File: config.mk
export PLATFORM = sky130hd
export DESIGN_NAME = fpu_ss_wb_ctrl
export DESIGN_NICKNAME = d
export VERILOG_FILES = /design/src/rtl/fpu_ss_wb_ctrl.sv
export SDC_FILE = /design/constraint.sdc
export NUM_CORES = 1
export LEC_CHECK = 0
export BUFFER_PORTS_ARGS = -buffer_cell sky130_fd_sc_hd__buf_4
export CORE_MARGIN = 2
export CORE_UTILIZATION = 47
export DETAILED_ROUTE_END_ITERATION = 7
export PLACE_DENSITY_LB_ADDON = 0.1
export SYNTH_ARGS = -nofsm -noshare
export SYNTH_HDL_FRONTEND = slang
export SYNTH_SLANG_ARGS = --single-unit
File: constraint.sdc
create_clock -name clk_i -period 5.1 [get_ports clk_i]
set_input_delay 0.255 -clock clk_i [delete_from_list [all_inputs] [get_ports clk_i]]
set_output_delay 0.255 -clock clk_i [all_outputs]
set_load 0.1 [all_outputs]
File: src/rtl/fpu_ss_wb_ctrl.sv
// FPU subsystem writeback controller.
// Gates instruction issue to the FPU, tracks in-flight operations, routes FP
// results to the FP register file and buffers integer results in a small FIFO
// towards the CPU. CSR instructions wait until the subsystem is fully idle.
module fpu_ss_wb_ctrl #(
  parameter int MAX_OUTSTANDING = 4,
  parameter int RESP_DEPTH      = 2,
  parameter int ID_WIDTH        = 4,
  parameter int XLEN            = 32
) (
  input  logic                                 clk_i,
  input  logic                                 rst_ni,
  input  logic                                 pop_valid_i,
  output logic                                 pop_ready_o,
  input  logic                                 use_fpu_i,
  input  logic                                 csr_instr_i,
  output logic                                 fpu_in_valid_o,
  input  logic                                 fpu_in_ready_i,
  input  logic                                 fpu_out_valid_i,
  output logic                                 fpu_out_ready_o,
  input  logic                                 fpu_out_rd_is_fp_i,
  input  logic [ID_WIDTH-1:0]                  fpu_out_id_i,
  input  logic [XLEN-1:0]                      fpu_out_data_i,
  output logic                                 fpr_we_o,
  output logic                                 c_p_valid_o,
  input  logic                                 c_p_ready_i,
  output logic [ID_WIDTH-1:0]                  c_p_id_o,
  output logic [XLEN-1:0]                      c_p_data_o,
  output logic [$clog2(MAX_OUTSTANDING+1)-1:0] outstanding_o,
  output logic [$clog2(RESP_DEPTH+1)-1:0]      resp_usage_o,
  output logic                                 idle_o
);
  localparam int OW = $clog2(MAX_OUTSTANDING+1);
  localparam int UW = $clog2(RESP_DEPTH+1);
  localparam int PW = $clog2(RESP_DEPTH);
  localparam logic [OW-1:0] MAX_CNT = OW'(MAX_OUTSTANDING);
  localparam logic [UW-1:0] FULL_CNT = UW'(RESP_DEPTH);

  typedef enum logic {RUN, DRAIN} state_e;
  typedef struct packed {
    logic [ID_WIDTH-1:0] id;
    logic [XLEN-1:0]     data;
  } resp_t;

  state_e          state;
  logic [OW-1:0]   outstanding;
  logic [UW-1:0]   usage;
  logic [PW-1:0]   wptr, rptr;
  resp_t           mem [RESP_DEPTH];

  logic in_run, issue, res_hs, enq, deq, fifo_full, csr_pop;

  assign outstanding_o = outstanding;
  assign resp_usage_o  = usage;
  assign idle_o        = (outstanding == '0) && (usage == '0);
  assign in_run        = (state == RUN);
  assign fifo_full     = (usage == FULL_CNT);
  assign csr_pop       = pop_valid_i & csr_instr_i;

  // Issue only while running and below the in-flight limit.
  assign fpu_in_valid_o = pop_valid_i & use_fpu_i & in_run & (outstanding < MAX_CNT);
  assign issue          = fpu_in_valid_o & fpu_in_ready_i;

  // Non-FPU, non-CSR pops retire immediately; CSR pops only once idle.
  assign pop_ready_o = issue
                     | (in_run & pop_valid_i & ~use_fpu_i & ~csr_instr_i)
                     | (in_run & csr_pop & idle_o);

  // Response FIFO head; a same-cycle dequeue frees a slot for the incoming result.
  assign c_p_valid_o     = (usage != '0);
  assign c_p_id_o        = mem[rptr].id;
  assign c_p_data_o      = mem[rptr].data;
  assign deq             = c_p_valid_o & c_p_ready_i;
  assign fpu_out_ready_o = fpu_out_rd_is_fp_i | ~fifo_full | deq;
  assign res_hs          = fpu_out_valid_i & fpu_out_ready_o;
  assign enq             = res_hs & ~fpu_out_rd_is_fp_i & (~fifo_full | deq);
  assign fpr_we_o        = fpu_out_valid_i & fpu_out_rd_is_fp_i;

  // RUN/DRAIN: a CSR that arrives while busy holds the pipe until idle.
  always_ff @(posedge clk_i or negedge rst_ni) begin
    if (!rst_ni) begin
      state <= RUN;
    end else begin
      case (state)
        RUN:     if (csr_pop && !idle_o) state <= DRAIN;
        DRAIN:   if (idle_o) state <= RUN;
        default: state <= RUN;
      endcase
    end
  end

  // In-flight counter; decrement saturates at zero.
  always_ff @(posedge clk_i or negedge rst_ni) begin
    if (!rst_ni) begin
      outstanding <= '0;
    end else begin
      case ({issue, res_hs})
        2'b10:   outstanding <= outstanding + 1'b1;
        2'b01:   if (outstanding != '0) outstanding <= outstanding - 1'b1;
        default: outstanding <= outstanding;
      endcase
    end
  end

  // FIFO pointers and occupancy; pointers wrap naturally (power-of-2 depth).
  always_ff @(posedge clk_i or negedge rst_ni) begin
    if (!rst_ni) begin
      wptr  <= '0;
      rptr  <= '0;
      usage <= '0;
    end else begin
      if (enq) wptr <= wptr + 1'b1;
      if (deq) rptr <= rptr + 1'b1;
      case ({enq, deq})
        2'b10:   usage <= usage + 1'b1;
        2'b01:   usage <= usage - 1'b1;
        default: usage <= usage;
      endcase
    end
  end

  // FIFO storage is left unreset; contents are only observed while valid.
  always_ff @(posedge clk_i) begin
    if (enq) mem[wptr] <= '{id: fpu_out_id_i, data: fpu_out_data_i};
  end

`ifndef SYNTHESIS
  a_no_underflow: assert property (@(posedge clk_i) disable iff (!rst_ni)
    !(res_hs && outstanding == '0))
    else $error("result handshake with no operation in flight");
  a_no_overflow: assert property (@(posedge clk_i) disable iff (!rst_ni)
    !(fpu_out_valid_i && !fpu_out_rd_is_fp_i && fifo_full && !deq && res_hs))
    else $error("enqueue into full response fifo");
`endif

endmodule

==> Word-level counts from Yosys, hierarchy flattened <==
Memory sizes are Yosys's and may differ from the RTL's.
Index checks and enable logic that the tools add are counted.
{ "totals": {"reg_bits": 8, "mem_count": 1, "ram_bits": 72, "latchBits": 0, "romBits": 0, "word_cells": 62, "output_inout_bits": 47} }
{ "mem_list": {"columns": ["name", "depth", "word_bits", "rd", "rd_clocked_by_memory_dff", "wr", "line_no", "rtl"], "rows": [
  ["mem", 2, 36, 1, 0, 1, "49", "resp_t mem [RESP_DEPTH];"]
]} }
{ "classes": {"add_sub_neg": 6, "div_mod_pow": 0, "n_mul": 0, "eq_ne": 6, "bitwise": 25, "n_reduce_logical": 10, "shifts": 0, "muxes": 8, "order_cmp": 1} }
{ "op_table": {"columns": ["op", "count"], "rows": [
  ["$and 1x1->1", 15],
  ["$eq 2x2->1 const B", 3],
  ["$pmux 3 s2", 1],
  ["$reduce_bool 2->1", 3],
  ["$not 1->1", 5],
  ["$or 1x1->1", 5],
  ["$eq 2x1->1 const B", 2],
  ["$mux 1", 4],
  ["$pmux 2 s2", 1],
  ["$add 3x1->3 const B", 1],
  ["$logic_not 3->1", 1],
  ["$lt 3x3->1 const B", 1],
  ["$mux 3", 1],
  ["$reduce_bool 3->1", 1],
  ["$sub 3x1->3 const B", 1],
  ["$add 1x1->1 const B", 2],
  ["$add 2x1->2 const B", 1],
  ["$logic_and 1x1->1", 2],
  ["$logic_not 2->1", 1],
  ["$ne 2x2->1 const B", 1],
  ["$pmux 1 s2", 1],
  ["$reduce_and 2->1", 1],
  ["$sub 2x1->2 const B", 1],
  ["$logic_not 1->1", 1]
]} }

==> Longest topological paths before layout <==
Gate-level depths: netlist of run 1.
{ "logic_depth": {"ltp_word": 9, "mapped_depth": 8} }

==> Worst setup path after synthesis of run 1 <==
No wires, ideal clock.
{ "synth_path": {"path_kind": "flip-flop to output port", "startpoint": "register usage[0] (netlist: resp_usage_o[0])", "endpoint": "output pop_ready_o", "n_path_buf": 0, "path_slack_ps": -196, "t_arrival_ps": 5041, "path_stages_with_launch": 5, "required_time_ps": 4845, "path_cell_list": "dfrtp_1 -> or2_1 -> nor4_2 -> a21oi_1 -> o21ai_1"} }
{ "synth_between": {"elab_chain_len": 4} }
{ "synth_rtl": {"columns": ["element", "line_no", "rtl"], "rows": [
  ["start, declared", "47", "logic [UW-1:0] usage;"],
  ["start signal, assigned", "115", "2'b10: usage <= usage + 1'b1;"],
  ["start signal, assigned", "116", "2'b01: usage <= usage - 1'b1;"],
  ["start signal, assigned", "117", "default: usage <= usage;"],
  ["$logic_not 2->1", "55", "assign idle_o = (outstanding == '0) && (usage == '0);"],
  ["$logic_and 1x1->1", "55", null],
  ["net idle_o", "31", "output logic idle_o"],
  ["$and 1x1->1", "67", "| (in_run & csr_pop & idle_o);"],
  ["$or 1x1->1", "67", null],
  ["end, declared", "14", "output logic pop_ready_o,"]
]} }
The timed path passes the listed nets, and every way through them passes these cells.

==> Worst setup path after layout of run 1 <==
{ "layout_path": {"startpoint": "register rptr", "endpoint": "output c_p_data_o[5]"} }
{ "layout_between": {"elab_chain_len": 1} }
{ "layout_rtl": {"columns": ["element", "line_no", "rtl"], "rows": [
  ["start, declared", "48", "logic [PW-1:0] wptr, rptr;"],
  ["start signal, assigned", "113", "if (deq) rptr <= rptr + 1'b1;"],
  ["$mem_v2 2x36", null, null],
  ["end, declared", "28", "output logic [XLEN-1:0] c_p_data_o,"]
]} }
Every way passes these cells.

==> results.md, run 1 <==
- DP Cell Count: approximately 330
- Min Clock Period, post-route: ~2200 ps
- Final Hold Viols: 0
- Cell accounting for the most synthesized area: edfxtp_1
- Layout cells sized above 1: 55.8%
- 1st-pass router iterations: 4
- RSZ-0062 raised after global routing: false
- Worst hold path type: input pin to register
- Post-Synthesis Cells: roughly 170
- Gr usage total: between 15 and 20%
- Final ANT Viol Nets: 0
- Gr ovfl total: 0
- Final setup viols: 0
- Status: finished, final reports clean
- Chip width: approximately 85 um
- Max-cap violations: 0
- Largest fanout on the critical path: 37
- CTS sink count: 80
- Drt wl/cell: between 15 and 20 um
- Startpoint Class: register
- Ant diodes: 0
- Syn avg cell area: between 15 and 20 um^2
- Routed wire length: 5310 um
- Clk_lat worst skew: ~340 ps
- Skew final: between 5 and 6 ps
- Sequential fraction of the synthesis area: between 70% and 80%
- Top FF cell, synth: edfxtp_1
- Headroom to the max-slew limit: ~30%
- Layout fillers: 503
- Post-synthesis cell type count: 26
- Starting Density: roughly 49%
- Critical path endpoint category: output port
- Port bufs: 91
- Core area: 6390 um^2
- Cell Area, Synth: 3110 um^2
- Vias in the first global route: between 1.5k and 2k
- Post-DR vias/cell: about 5
- Post-DP HPWL: ~3500 um
- Layout Nets: 311
- Clk pin slew, worst setup/hold paths: ~80 ps
- Fin crit share: about 43%
- Initial drt markers: between 90 and 100
- TritonCTS clock tree: done
- FMAX: about 0.45 GHz
- First-pass GRT wire length: roughly 8200 um
- Post-route non-filler standard cell count: between 300 and 400
- Required @ worst endpoint: between 4000 and 5000 ps
- Area of the die: ~7300 um^2
- Post-synth ARST share: between 10% and 20%
- R2R cell count: 3
- Hold path cells: 1
- CP Data Arrival Time: around 2000 ps
- Largest net degree at the start of global routing: 38
- Synth Net Count: approximately 210
- Die Ht: 85.3 um
- Cts bufs inserted: 9
- Clock root cell: clkbuf_8
- Yosys Warn Count: 0
- FP Rows: 29
- Post-synthesis register bit count: 80
- Residual DRC: 0
- Initial antenna violation count: 0
- H-tree levels: 3
- Final Wtd Congestion: ~0.76
- Fin. max-slew vios: 0
- Setup_tns: 0 ps
- Vias post-DR: between 1.5k and 2k
- EDFF count, synth: 72
- Num ports: 92
- Tightest Pin Transition: about 1100 ps
- Critical path class: register to output port
- Share of the synthesized area in the top cell type: 69.6%
- Ranking of synthesized cells by area: edfxtp_1 (70%), mux2_2 (13%), dfrtp_1 (6.4%), xnor2_1 (0.85%), xor2_1 (0.85%)
- Max clock buf depth: 2
- Synthesis-to-layout area growth: 33.2%
## cell families after synthesis
| kind of cell | share of synthesized area [%] |
|---|---|
| flops | 76.1 |
| mux | 13.1 |
| simple gates | 3.99 |
| compound gates | 2.78 |
| buf+inv | 1.37 |
| xor+xnor | 1.69 |
| fa+ha+maj | 1.05 |
## through the flow
| step | area [um^2] | hold slack (ps) | worst slack (ps) | util, % |
|---|---|---|---|---|
| after floorplan | 3110 | -40.6 | 543 | - |
| after global placement | 3890 | 86.9 | 2930 | 60.9 |
| after detailed placement | 3890 | 85.0 | 2860 | 60.9 |
| after CTS | 4140 | 76.5 | 2850 | 64.8 |
| after global routing | 4140 | 73.1 | 2780 | 64.8 |
| final | 4140 | 94.0 | 2900 | 64.8 |
## worst paths after layout
kind                               startpoint               to  slack [ps]
setup / recovery                         rptr    c_p_data_o[5]        2900
hold / removal             fpu_out_data_i[12]       mem[0][12]          90
setup reg to reg              resp_usage_o[0]        mem[1][0]        2930
hold reg to reg               resp_usage_o[1]  resp_usage_o[1]         550
max in group asynchronous              rst_ni             rptr        4690
min in group asynchronous              rst_ni  resp_usage_o[0]         260
## state kept, by name, indices dropped and copies added, names as in the netlist
name,flops
mem,72
outstanding_o,3
resp_usage_o,2
rptr,1
state,1
wptr,1
## cell usage after synthesis, types with 2 or more instances
library cell   n
mux2_2        36
nand3_1        2
buf_2          4
a22oi_1        2
nand2b_1       2
nand2_1        2
xor2_1         3
inv_1          5
dfrtp_1        8
o21ai_1        4
and2_1         2
nor2_1         6
edfxtp_1      72
a21oi_1        3
xnor2_1        3
## layout make-up
type	instances	area, um^2	share of cell area, %
Clock buffer	10	128	3.09
Timing Repair Buffer	92	693	16.8
Multi-Input combinational cell	75	724	17.5
Inverter	6	22.5	0.545
Tap cell	77	96.3	2.33
Clock inverter	6	108	2.60
Sequential cell	80	2360	57.2
## repair_timing
action,4_1_cts,5_1_grt
gates resized for setup,0,0
hold endpoints to repair,8,0
setup buffers,0,0
hold buffers,1,0
## critical path, cell delays in order (launching register included)
cell and delay, ps:
dfrtp_2 930, mux2_2 430, buf_4 240
## per-layer routing
metal,track usage (%),up-vias,part of all wire (%)
met5,0,-,0
met4,7.79,0,1.8
met1,19.0,828,43
li1,-,829,-
met3,4.09,9,5.5
met2,24.1,56,50
## placed cells by master (no fill, tap or decap), types with 2 or more instances in the layout
| cell | Yosys | layout |
|---|---|---|
| nand2b_1 | 2 | 2 |
| and2_1 | 2 | 2 |
| nand3_1 | 2 | 2 |
| a21oi_1 | 3 | 3 |
| mux2_2 | 36 | 36 |
| edfxtp_1 | 72 | 72 |
| dfrtp_1 | 8 | 7 |
| nand2_1 | 2 | 2 |
| nor2_1 | 6 | 4 |
| inv_1 | 5 | 5 |
| a22oi_1 | 2 | 2 |
| xnor2_1 | 3 | 3 |
| bufinv_16 | 0 | 3 |
| clkinv_2 | 0 | 2 |
| buf_4 | 0 | 91 |
| o21ai_1 | 4 | 4 |
| clkbuf_8 | 0 | 9 |
| xor2_1 | 3 | 3 |
| nor2_4 | 0 | 2 |
Power of run 1 is not shown: default switching activity piles up to over one toggle a cycle in this logic, so the estimate is an artifact.
==> inputs of run 2 (changes only) <==
--- a/config.mk
+++ b/config.mk
@@ -7,7 +7,7 @@
 export LEC_CHECK = 0
 export BUFFER_PORTS_ARGS = -buffer_cell sky130_fd_sc_hd__buf_4
 export CORE_MARGIN = 2
-export CORE_UTILIZATION = 47
+export CORE_UTILIZATION = 46
 export DETAILED_ROUTE_END_ITERATION = 7
 export PLACE_DENSITY_LB_ADDON = 0.1
 export SYNTH_ARGS = -nofsm -noshare
==> constraint.sdc (replaced) <==
create_clock -name clk_i -period 1.8 [get_ports clk_i]
set_input_delay 0.09 -clock clk_i [delete_from_list [all_inputs] [get_ports clk_i]]
set_output_delay 0.09 -clock clk_i [all_outputs]
set_load 0.1 [all_outputs]
==> run 2 against run 1 <==
Compared with the run above: the run now ends with negative setup slack left; via count increased by 15%; die area increased by 2.1%; first-iteration DRC count decreased by 22%; global-route usage increased by 2.3 points; critical path depth increased by 4; sequential share of layout area decreased by 7.3 points; clock skew increased by 2.2 ps; setup slack got worse by 3000 ps; critical endpoint is now pop_ready_o; largest cell class unchanged; highest routed layer unchanged.
==> results.md, run 2 (synthesized netlist as in run 1, its figures left out) <==
- Slowest cell on the critical path: dfrtp_2
- Drt wl/cell: 15.3 um (-0.20%)
- Min Clock Period, post-route: about 1900 ps
- CP startpoint: resp_usage_o[1]
- H-tree levels: 3 (unchanged)
- Required @ worst endpoint: 1710 ps (-3140 ps)
- Gr usage total: 17.4% (+2.3 points)
- CTS sink count: 80 (unchanged)
- Failing checks: negative setup slack
- Final setup viols: 3 (+3)
- Critical path endpoint category: output port
- Vias post-DR: 1,974 (+15%)
- RSZ-0062 raised after global routing: true
- Critical path class: register to output port
- Port bufs: 91 (unchanged)
- Layout cells sized above 1: 53.9% (-1.9 points)
- Final Hold Viols: 0 (unchanged)
- Post-DR vias/cell: 4.96 (-0.34%)
- Final ANT Viol Nets: 0 (unchanged)
- Largest net degree at the start of global routing: 26 (-32%)
- Final worst slack: -96.3 ps (-2990 ps)
- Status: finished with violations
- Startpoint Class: register
- Headroom to the max-slew limit: 77.3% (+48 points)
- Synthesis-to-layout area growth: 53.1%
- Max clock buf depth: 2 (unchanged)
- Chip width: 86.2 um (+1.0%)
- Most flop-heavy register: mem
- Clock root cell: clkbuf_8
- FP Rows: 29 (unchanged)
- Cts bufs inserted: 9 (unchanged)
- Tightest Pin Transition: 339 ps (-714 ps)
- Largest fanout on the critical path: 3 (-92%)
- Final Wtd Congestion: 0.707 (-6.4%)
- Initial antenna violation count: 0 (unchanged)
- Vias in the first global route: 2,082 (+20%)
- Starting Density: 48.4% (-0.27 points)
- Hold wc startpoint: csr_instr_i
- Routed wire length: 6100 um (+15%)
- First-pass GRT wire length: 9720 um (+19%)
- Worst hold path type: input pin to register
- Area of the die: 7420 um^2 (+2.1%)
- Largest register FFs: 72 (unchanged)
- TritonCTS clock tree: done
- Post-route non-filler standard cell count: 398 (+15%)
- Gr ovfl total: 0 (unchanged)
- Initial drt markers: 73 (-22%)
- Layout Nets: 364 (+17%)
- Clk_lat worst skew: 330 ps (about the same)
- 1st-pass router iterations: 4 (unchanged)
- Fin. max-slew vios: 0 (unchanged)
- Setup_tns: -161 ps (-161 ps)
- Post-DP HPWL: 3860 um (+12%)
- Cells along the critical path: buf_6 -> or2_4 -> nor4_4 -> a21oi_2 -> o21ai_4 -> buf_12
- Core area: 6420 um^2 (+0.57%)
- Fin area: 4750 um^2 (+15%)
- Num ports: 92 (unchanged)
- Skew final: 7.64 ps (+2.19 ps)
- FMAX: about 0.53 GHz
- Clk pin slew, worst setup/hold paths: 70 ps (about the same)
- CP Data Arrival Time: 1810 ps (-140 ps)
- Die Ht: 86.2 um (+1.0%)
- Max-cap violations: 0 (unchanged)
- R2r startpoint: resp_usage_o[0]
- DP Cell Count: 340 (+3.3%)
- Fin crit share: 105%
- Slowest stage delay, CP: 400 ps (-530 ps)
- Placed cell areas: 4040 um^2 (+3.8%)
- Ant diodes: 0 (unchanged)
- Most common cell after layout, fill and taps aside: buf_4
- Most frequent cells in the layout: buf_4 (100), edfxtp_1 (72), dlygate4sd3_1 (38)
- Residual DRC: 0 (unchanged)
run 2: cell types whose count changed in the layout (fill, tap and decap cells not counted), sizes merged:
cell	previous run	this run
clkbuf	10	9
buf	91	107
dlygate4sd3	1	38
clkinvlp	1	0
bufinv	3	4
run 2: area by class of cell:
type / instances / area (um^2)
sequential: 80 / 2370
fill: 418 / 1670
timing repair buffer: 145 / 1250
multi-input combinational: 75 / 753
clock inverter: 6 / 133
clock buffer: 9 / 124
tap: 77 / 96.3
inverter: 6 / 22.5
run 2: critical path: cells and delay by family, from the launching register on:
| kind | cells | cell delay [ps] |
|---|---|---|
| AO/OA/AOI/OAI | 2 | 260 |
| flip-flops | 1 | 400 |
| buffers and inverters | 2 | 300 |
| AND/OR/NAND/NOR | 2 | 510 |
run 2: through the flow:
stage	utilization (%)	hold WS (ps)	setup slack [ps]
after floorplan	-	-206	-1280
after global placement	62.8	-82.2	66.6
after detailed placement	62.8	-81.1	45.8
after CTS	73.7	3.96	-186
after global routing	74.0	32.7	-188
final	74.0	23.8	-96.3
run 2: final timing paths:
check	cells past startpoint	endpoint	slack [ps]
min	3	state	20
max in group asynchronous	2	rptr	1500
max reg2reg	6	outstanding_o[1]	-60
max	6	pop_ready_o	-100
min in group asynchronous	2	resp_usage_o[0]	140
min reg2reg	1	wptr	550
run 2: timing repair:
item                                   4_1_cts  5_1_grt
buffers inserted                             4        1
setup endpoints to repair                    2       14
resized for setup                            7        4
endpoints found under the hold margin       81        0
pin swaps                                    4        2
hold buffers                                38        0
run 2: routing by layer:
metal  track usage, %  routed length (um)  part of all wire (%)  vias to the layer above
met3             3.95                 333                   5.5                        9
met5                0                   0                     0                        -
li1                 -                   -                     -                      935
met4             7.94                  72                   1.2                        0
met1             21.0                2520                    41                      962
met2             29.9                3180                    52                       68
Power of run 2 is left out for the same reason.
==> inputs of run 3 (changes only) <==
--- a/config.mk
+++ b/config.mk
@@ -5,6 +5,7 @@
 export SDC_FILE = /design/constraint.sdc
 export NUM_CORES = 1
 export LEC_CHECK = 0
+export ABC_AREA = 1
 export BUFFER_PORTS_ARGS = -buffer_cell sky130_fd_sc_hd__buf_4
 export CORE_MARGIN = 2
 export CORE_UTILIZATION = 46
==> run 3 against run 2 <==
Compared with the run above: first-iteration DRC count up 73%; critical path depth is 1 lower; wire length is 6.1% higher; register-to-register slack better by 130 ps; the flow now finishes without violations; area after synthesis grew 0.36%; design area fell by 2.5%; core utilization is 2.2 points lower; via count is 13% higher; non-clock buffer count shrank 6; flip-flop and latch count stayed put.
==> results.md, run 3 <==
- Most common cell in the netlist: nand2_1
- Layout Nets: 442 (+21%)
- Cells along the critical path: or2_4 -> nor2_4 -> nand3_2 -> o211ai_1 -> buf_6
- H-tree levels: 3 (unchanged)
- EDFF count, synth: 72 (unchanged)
- Startpoint Class: register
- Syn avg cell area: 12.3 um^2 (-35%)
- Headroom to the max-slew limit: 81.0% (+3.7 points)
- Yosys Warn Count: 0 (unchanged)
- Drt wl/cell: 13.6 um (-11%)
- Vias in the first global route: 2,233 (+7.3%)
- Largest net degree at the start of global routing: 37 (+42%)
- Largest register FFs: 72 (unchanged)
- Final Hold Viols: 0 (unchanged)
- CP startpoint: resp_usage_o[0]
- Starting Density: 48.3% (-0.097 points)
- Tightest Pin Transition: 283 ps (-55.6 ps)
- Clk pin slew, worst setup/hold paths: 80 ps (about the same)
- Post-synth ARST share: 10.0% (unchanged)
- Placed cell areas: 4000 um^2 (-0.81%)
- 1st-pass router iterations: 4 (unchanged)
- Synthesis-to-layout area growth: 48.8%
- Cts bufs inserted: 9 (unchanged)
- Gr usage total: 18.7% (+1.2 points)
- Most frequent cells after synthesis: nand2_1 (117), edfxtp_1 (72), inv_1 (13)
- Final Wtd Congestion: 0.776 (+9.6%)
- Slowest stage delay, CP: 510 ps (+110 ps)
- Critical R2R Capture: mem[0][15]
- R2R cell count: 8 (+2)
- Hold path cells: 5 (+2)
- Most flop-heavy register: mem
- CP Data Arrival Time: 1640 ps (-170 ps)
- Fin crit share: 96.3% (-9.0 points)
- Hold Path End: state
- Layout fillers: 457 (+9.3%)
- Ant diodes: 0 (unchanged)
- Chip width: 86.3 um (+0.17%)
- Largest fanout on the critical path: 6 (+3)
- Initial drt markers: 126 (+73%)
- Port bufs: 91 (unchanged)
- FMAX: 0.577 GHz (+9.4%)
- Routed wire length: 6470 um (+6.1%)
- Clk_lat worst skew: 340 ps (about the same)
- Delay-heaviest family, CP: flip-flops
- CTS sink count: 80 (unchanged)
- Critical path endpoint category: output port
- Share of the synthesized area in the top cell type: 69.4% (-0.25 points)
- Most frequent cells in the layout: nand2_1 (117), buf_4 (97), edfxtp_1 (72)
- Post-synthesis register bit count: 80 (unchanged)
- Min Clock Period, post-route: 1730 ps (-163 ps)
- Num ports: 92 (unchanged)
- Most common cell after layout, fill and taps aside: nand2_1
- Post-Synthesis Cells: 253 (+53%)
- Max clock buf depth: 2 (unchanged)
- Slowest cell on the critical path: dfrtp_4
- Worst hold path type: input pin to register
- Fin. max-slew vios: 0 (unchanged)
- Clock root cell: clkbuf_8
- Skew final: 6.73 ps (-0.916 ps)
- First-pass GRT wire length: 10,400 um (+6.9%)
- Residual DRC: 0 (unchanged)
- Required @ worst endpoint: 1710 ps (about the same)
- Ranking of synthesized cells by area: edfxtp_1 (69%), nand2_1 (14%), dfrtp_1 (6.4%), inv_1 (1.6%), xor2_1 (1.1%)
- Core area: 6460 um^2 (+0.56%)
- Post-DP HPWL: 4180 um (+8.4%)
- Final worst slack: 66.3 ps (+163 ps)
- Cell accounting for the most synthesized area: edfxtp_1
- Gr ovfl total: 0 (unchanged)
- Final setup viols: 0 (-3)
- Post-synthesis cell type count: 25 (-3.8%)
- Max-cap violations: 0 (unchanged)
- Sequential fraction of the synthesis area: 75.8% (-0.27 points)
- Die Ht: 86.3 um (+0.17%)
- Reg2reg setup slack: 70 ps (+130 ps)
- WHS: 53.8 ps (+30.1 ps)
- Initial antenna violation count: 0 (unchanged)
- Final ANT Viol Nets: 0 (unchanged)
- TritonCTS clock tree: done
- Fin area: 4640 um^2 (-2.5%)
- Critical path class: register to output port
- Area of the die: 7450 um^2 (+0.35%)
- Layout cells sized above 1: 35.3% (-19 points)
- R2r startpoint: resp_usage_o[1]
- Cell Area, Synth: 3120 um^2 (+0.36%)
- Placement Setup Slack: 39.2 ps (-6.65 ps)
- Status: finished, final reports clean
- Vias post-DR: 2,227 (+13%)
- Setup_tns: 0 ps (+161 ps)
- FP Rows: 29 (unchanged)
- Post-DR vias/cell: 4.67 (-5.9%)
- Buf/Inv on CP: 1 (-1)
- Top FF cell, synth: edfxtp_1
- Synth Net Count: 300 (+42%)
- Hold wc startpoint: pop_valid_i
-- run 3: changes by cell type in the layout (fill, tap and decap cells not counted), moves of 3 or more --
cell / previous run / this run
buf_4: 100 / 97
inv_1: 5 / 11
nand3_2: 0 / 3
bufinv_16: 4 / 1
nand2_1: 2 / 117
mux2_2: 36 / 0
-- run 3: logic make-up (layout without fill, tap and decap cells) --
| kind of cell | Yosys count | in the layout | synth area share [%] |
|---|---|---|---|
| AND/OR/NAND/NOR | 138 | 138 | 17.6 |
| flip-flops | 80 | 80 | 75.8 |
| buffers and inverters | 22 | 169 | 3.05 |
| AO/OA/AOI/OAI | 6 | 6 | 1.08 |
| XOR/XNOR | 5 | 5 | 1.40 |
| adder cells (fa/ha/maj) | 2 | 2 | 1.04 |
-- run 3: worst max-delay path by stage --
stage                  endpoint  slack, ps  cells after the start
2_1_floorplan       pop_ready_o       -900                      4
3_3_place_gp          mem[0][6]        100                      8
3_5_place_dp   outstanding_o[2]         40                      8
4_1_cts             pop_ready_o         20                      6
5_1_grt             pop_ready_o         -8                      6
6_report            pop_ready_o         70                      5
-- run 3: area by class of cell --
class | count | area, um^2 | area share (%)
Sequential cell | 80 | 2370 | 51.2
Timing Repair Buffer | 139 | 1180 | 25.5
Multi-Input combinational cell | 151 | 733 | 15.8
Clock buffer | 9 | 124 | 2.67
Tap cell | 77 | 96.3 | 2.08
Clock inverter | 7 | 71.3 | 1.54
Inverter | 14 | 57.6 | 1.24
-- run 3: what timing repair did --
action / in CTS / in global routing
resized for setup: 1 / 11
setup buffers: 0 / 3
setup endpoints to repair: 1 / 9
pin swaps: 0 / 2
hold buffers: 37 / 0
hold endpoints to repair: 80 / 0
-- run 3: stage by stage --
stage,instances,utilization [%]
2_1_floorplan,253,-
3_3_place_gp,421,62.0
3_5_place_dp,421,62.0
4_1_cts,474,70.8
5_1_grt,477,71.8
6_report,477,71.8
-- run 3: metal layers --
| layer | vias up | part of all wire [%] | GRT usage [%] |
|---|---|---|---|
| met4 | 0 | 1.6 | 7.95 |
| li1 | 1124 | - | - |
| met2 | 66 | 51 | 31.4 |
| met5 | - | 0 | 0 |
| met1 | 1028 | 42 | 23.0 |
| met3 | 9 | 5.5 | 4.76 |
-- run 3: worst min-delay path, cell delays in order --
cell and delay [ps]:
buf_4 80, nand2_1 40, inv_1 40, o22ai_1 60, inv_1 50
Power of run 3 is left out for the same reason.
